===== src/rtl/fp_mul_arbiter.sv =====
// Round-robin front end that shares one pipelined single-precision multiplier among NREQ
// requesters and routes each product back to its issuer via a tag pipe.
module fp_mul_arbiter #(
  parameter int NREQ    = 4,
  parameter int MUL_LAT = 3,
  parameter int IDW     = 2
) (
  input  logic                 clk,
  input  logic                 rst,
  input  logic [NREQ-1:0]      req,
  input  logic [NREQ*32-1:0]   op_a,
  input  logic [NREQ*32-1:0]   op_b,
  output logic [NREQ-1:0]      gnt,
  output logic [31:0]          mul_a,
  output logic [31:0]          mul_b,
  input  logic [31:0]          mul_c,
  output logic                 res_valid,
  output logic [IDW-1:0]       res_id,
  output logic [31:0]          res_data,
  output logic                 busy
);

  // Stage 0 lines up with the mul_a/mul_b register; the remaining MUL_LAT stages shadow
  // the multiplier's internal pipeline.
  localparam int Depth = MUL_LAT + 1;

  logic [IDW-1:0]   ptr_q, ptr_d;
  logic             gv;
  logic [IDW-1:0]   gid;
  logic [Depth-1:0] tv_q;
  logic [IDW-1:0]   tid_q [Depth];

  // First requester at or after ptr, wrapping.
  always_comb begin
    int idx;
    gnt = '0;
    gv  = 1'b0;
    gid = '0;
    idx = 0;
    if (!rst) begin
      for (int off = 0; off < NREQ; off++) begin
        idx = (int'(ptr_q) + off) % NREQ;
        if (!gv && req[idx]) begin
          gv  = 1'b1;
          gid = IDW'(idx);
        end
      end
    end
    if (gv) gnt[gid] = 1'b1;
  end

  always_comb begin
    ptr_d = ptr_q;
    if (gv) begin
      if (int'(gid) == NREQ - 1) ptr_d = '0;
      else                        ptr_d = gid + 1'b1;
    end
  end

  always_ff @(posedge clk) begin
    if (rst) begin
      ptr_q <= '0;
      mul_a <= '0;
      mul_b <= '0;
    end else begin
      ptr_q <= ptr_d;
      if (gv) begin
        mul_a <= op_a[32*int'(gid) +: 32];
        mul_b <= op_b[32*int'(gid) +: 32];
      end
    end
  end

  always_ff @(posedge clk) begin
    if (rst) begin
      tv_q <= '0;
      for (int s = 0; s < Depth; s++) tid_q[s] <= '0;
    end else begin
      tv_q     <= {tv_q[Depth-2:0], gv};
      tid_q[0] <= gv ? gid : '0;
      for (int s = 1; s < Depth; s++) tid_q[s] <= tid_q[s-1];
    end
  end

  always_comb begin
    res_valid = tv_q[Depth-1];
    res_id    = tid_q[Depth-1];
    res_data  = tv_q[Depth-1] ? mul_c : 32'h0;
    busy      = |tv_q;
  end

endmodule


===== config.mk =====
export PLATFORM = sky130hd
export DESIGN_NAME = fp_mul_arbiter
export DESIGN_NICKNAME = d
export VERILOG_FILES = /design/src/rtl/fp_mul_arbiter.sv
export SDC_FILE = /design/constraint.sdc
export NUM_CORES = 1
export LEC_CHECK = 0
export CAP_MARGIN = 15
export CORE_AREA = 4 4 152 154
export CTS_CLUSTER_SIZE = 40
export DETAILED_ROUTE_END_ITERATION = 6
export DIE_AREA = 0 0 156 158
export GPL_ROUTABILITY_DRIVEN = 0
export PLACE_DENSITY_LB_ADDON = 0.1
export REMOVE_ABC_BUFFERS = 1
export SLEW_MARGIN = 20
export SYNTH_ARGS = -nofsm -noshare
export SYNTH_HDL_FRONTEND = slang
export SYNTH_SLANG_ARGS = --single-unit
export TNS_END_PERCENT = 10

===== constraint.sdc =====
create_clock -name clk -period 6.5 [get_ports clk]
set_clock_uncertainty 0.2 [all_clocks]
set_input_delay 0.65 -clock clk [delete_from_list [all_inputs] [get_ports clk]]
set_output_delay 0.65 -clock clk [all_outputs]
set_load 0.03 [all_outputs]

Word-level counts from Yosys, hierarchy flattened
Memories as Yosys holds them, arrays and structs flattened.
Index checks and enable logic that the tools add are counted.
- register bits: 70
- bits in writable memories: 8
- output and inout bits: 104
- memories: 1
- memory list (memory ; depth ; bits a word ; rd ports ; clocked after memory_dff ; wr ports ; line ; source):
    tid_q ; 4 ; 2 ; 4 ; 0 ; 4 ; 31 ; logic [IDW-1:0] tid_q [Depth];
- $add $sub $neg: 4
- magnitude comparators: 6
- equal/unequal tests: 1
- shifts and indexed selects: 2
- muxes and demuxes: 37
- bitwise operators: 7
- reductions and logical operators: 11
- operators with widths (operator ; count):
    $shiftx A128 B8 Y32 ; 2
    $mux W32 ; 1
    $mux W2 ; 11
    $mux W1 ; 19
    $lt A3 B4 Y1 const B ; 3
    $bmux W1 S2 ; 4
    $lt A2 B3 Y1 const B ; 2
    $reduce_or A2 Y1 ; 3
    $add A2 B1 Y2 const B ; 2
    $add A2 B2 Y2 const B ; 2
    $logic_and A1 B1 Y1 ; 4
    $mux W4 ; 1
    $or A1 B1 Y1 ; 4
    $reduce_or A4 Y1 ; 1
    $and A1 B1 Y1 const A ; 3
    $logic_not A1 Y1 ; 3
    $demux W1 S2 ; 1
    $eq A2 B1 Y1 const B ; 1
    $ge A2 B1 Y1 const B ; 1

Logic depth before layout (Yosys ltp)
- depth after elaboration: 22
- gate-level depth with buffers: 11
- depth with buffers taken out: 7

Worst setup path after synthesis
OpenSTA, ideal clock, no wires.
- path kind: input-to-output
- start point: in req[2]
- end point: out gnt[0]
- data arrival time: 2.322 ns
- slack: 3.328 ns
- stages: 10
- buffers on the path: 3
- cells stage by stage: mux2i_1 > o22ai_2 > or2_1 > buf_4 > buf_6 > buf_2 > nor3_1 > inv_1 > ha_1 > and2_1
- word-level cells in the longest chain between the ends: 21
- elaborated cells on any way between the ends: 36
- RTL lines (item ; line ; source):
    from (decl) ; 10 ; input logic [NREQ-1:0] req,
    $bmux W1 S2 ; 43 ; if (!gv && req[idx]) begin
    $mux W1 (not written as such) ; 43 ;
    $mux W1 ; 43 ;
    $mux W1 ; 40 ; if (!rst) begin
    $logic_not A1 Y1 ; 43 ;
    $logic_and A1 B1 Y1 ; 43 ;
    $mux W1 ; 43 ;
    $mux W1 ; 40 ;
    (+6 left out) ; n/a ;
    $mux W2 (*) ; 43 ;
    $mux W2 (*) ; 40 ;
    via gid[0] ; 29 ; logic [IDW-1:0] gid;
    $lt A2 B3 Y1 (not written as such) or $ge A2 B1 Y1 (tied branches) ; 49 ; if (gv) gnt[gid] = 1'b1;
    $logic_and A1 B1 Y1 (not written as such) ; 49 ;
    $mux W1 (not written as such) ; 49 ;
    $demux W1 S2 (*) ; 49 ;
    $mux W4 (*) ; 49 ;
    to (decl) ; 13 ; output logic [NREQ-1:0] gnt,
Mark *: on every way through the listed nets, which the timed path passes. The rest lies on a longest branch. The select of a mux whose other input is x is not followed.

Worst setup path in the final report
- start point: in req[0]
- end point: out gnt[0]
The elaborated chain is that of the path after synthesis.

==> qor.yml <==
status: "finished, final reports clean"
cts_tree: "done"
fin_area_um2: 9150
nNetsFinal: 1217
grt_pass1_vias: 5597
post-route-util: 0.422
die_h_um: 158
post-cts-setup-buffers: 0
worstRegToRegCells: 6
cts.clk_slew.worst_paths_ns: 0.06
period_share: 0.631
rsz0062_at_grt: "false"
timing.setup.tns_ns: 0
critPathMostFrequentCell: "clkdlybuf4s50_1"
synthFlopType: "dfxtp_1"
synth_cell_types: 35
gr-total-overflow: 0
wl_per_cell_um: 19.3
dp_slack_ns: 2.42
place_area_um2: 8860
cts.sinks: 78
clk_path_buf_depth: 2
async_reset_ff_frac: 0
endpoint: "gnt[0]"
slowest_delay_ns: 0.59
ctsHoldBuffers: 0
syn-instance-count: 551
max-vdd-ir-drop_mv: 0.0813
final_common_cell: "clkdlybuf4s50_1"
crit_fanout: 6
cts_buffers: 9
synth.top_cell.area_share: 0.332
worst_slack_ns: 2.40
dieArea_um2: 24600
grt_util_all_layers: 0.176
ys_seq_area_frac: 0.332
yosysWarningCount: 0
netlist_area_um2: 4700
via_per_inst: 4.56
maxCapViolCount: 0
reg2reg_to: "mul_a[25]$_SDFFE_PP0P_"
ant_nets: 0
syn_to_final_growth_pct: 94.5
ioPinCount: 398
setup-violations-final: 0
crit_chain: "clkdlybuf4s50_1 -> mux2i_1 -> o22ai_2 -> or2_2 -> nor3_1 -> inv_1 -> ha_1 -> and2_1 -> clkdlybuf4s50_1"
antennaDiodeCount: 0
use_met2: 0.322
critPathArrivalTime_ns: 3.25
critPathSlowestCell: "clkdlybuf4s50_1"
start_util: 0.217
crit_start: "req[0]"
drcViolationCount: 0
clkLatencyLatePin_ns: 0.34
relSlewSlack: 0.308
drt_iter0_drc: 252
layout_common_cells: "397 x clkdlybuf4s50_1, 129 x nand2_1, 78 x dfxtp_1, 61 x a21oi_1, 54 x a221o_1"
regToRegSetupSlack_ns: 3.26
maxSlewViolCount: 0
fin_hold_ws_ns: 0.231
post_cts_resize_count: 0
htree_levels: 3
yosys-top-cells-area: "dfxtp_1 33%, a221o_1 11%, nand2_1 10%, mux2_4 8.9%, a21oi_1 6.5%"
crit_path_end_kind: "output port"
yosysTopAreaCell: "dfxtp_1"
die_x_um: 156
hp-class: "reg -> reg"
hpwl_um: 17100
place.port_buffers: 397
placementRows: 54
worstSetupPathType: "in -> out"
core_um2: 21700
met1_usage: 0.202
min_period_ns: 4.10
cts-root-buf: "clkbuf_16"
busiest_layer: "met2"
grt_pass1_wl_um: 33400
synth_edf_count: 0
leakagePower_nw: 3.52
worstMarginPinSlew_ns: 1.03
syn_area_per_cell_um2: 8.53
vias: 5488
antenna_found_initial: 2
p_per_area_nw_per_um2: 203
fmax_ghz: 0.244
hold_viol_final: 0
worstSetupStartpointType: "input pin"
required_ns: 5.65
drive_gt1_frac: 0.0909
first_pass_iters: 4
fillers: 2157
grt_max_degree: 68
worstReg2RegStart: "ptr_q[1]$_SDFFE_PP0P_"
wirelength_um: 23300
met3_usage: 0.0440
ys_ff_latch: 78
==> Yosys cell counts, types with 12 or more instances <==
master	n
nand2_1	129
dfxtp_1	78
a21oi_1	61
a221o_1	54
and2_1	36
mux2_4	28
mux2_2	21
clkbuf_1	20
buf_2	18
nor2_1	15
nor3_1	12
==> stage by stage <==
step | power (mW) | instances
floorplan | 0.980 | 502
global placement | 1.38 | 1187
detailed placement | 1.38 | 1188
CTS | 1.89 | 1204
global route | 1.96 | 1204
finish | 1.86 | 1204
==> state kept, by name, indices dropped and copies added, names as in the netlist <==
name,cells
tv_q,4
ptr_q,2
tid_q,8
mul_a,32
mul_b,32
==> worst max-delay path, delay by kind of cell <==
| family | cells | cell delay [ns] |
|---|---|---|
| buffers and inverters | 3 | 1.24 |
| adder cells (fa/ha/maj) | 1 | 0.21 |
| multiplexers | 1 | 0.24 |
| AND/OR/NAND/NOR | 3 | 0.77 |
| AO/OA/AOI/OAI | 1 | 0.15 |
==> layer usage <==
layer	wire length (µm)	vias up
met3	1630	28
met1	9120	2532
met5	21	-
met2	12100	214
li1	-	2710
met4	405	4
==> worst min-delay path by stage <==
| stage | depth (start not counted) | start | endpoint |
|---|---|---|---|
| 6_report | 1 | tid_q[2][0]$_SDFF_PP0_ | tid_q[3][0]$_SDFF_PP0_ |
| 3_5_place_dp | 1 | tid_q[1][1]$_SDFF_PP0_ | tid_q[2][1]$_SDFF_PP0_ |
| 3_3_place_gp | 1 | tid_q[1][1]$_SDFF_PP0_ | tid_q[2][1]$_SDFF_PP0_ |
| 5_1_grt | 1 | tid_q[2][0]$_SDFF_PP0_ | tid_q[3][0]$_SDFF_PP0_ |
| 2_1_floorplan | 1 | tid_q[0][0]$_SDFF_PP0_ | tid_q[1][0]$_SDFF_PP0_ |
| 4_1_cts | 1 | tid_q[2][0]$_SDFF_PP0_ | tid_q[3][0]$_SDFF_PP0_ |
==> cell families after synthesis <==
family,Yosys count,share of synthesized area
simple gates,219,0.214
compound gates,141,0.224
flops,78,0.332
mux,57,0.158
buf+inv,52,0.0615
fa+ha+maj,4,0.0106
==> where the power goes <==
group          switching, mW  leakage, nW  internal, mW
clock                  0.223        0.131         0.271
combinational          0.376         2.74         0.406
sequential            0.0368        0.647         0.543
total                  0.636         3.52          1.22
==> layout make-up <==
| class | count | area (µm²) | area share |
|---|---|---|---|
| Clock buffer | 10 | 239 | 0.0261 |
| Clock inverter | 6 | 45.0 | 0.00492 |
| Inverter | 3 | 11.3 | 0.00123 |
| Multi-Input combinational cell | 421 | 2880 | 0.315 |
| Sequential cell | 78 | 1560 | 0.171 |
| Tap cell | 280 | 350 | 0.0383 |
| Timing Repair Buffer | 406 | 4060 | 0.444 |
No activity file was read; power rests on OpenSTA's default activity.
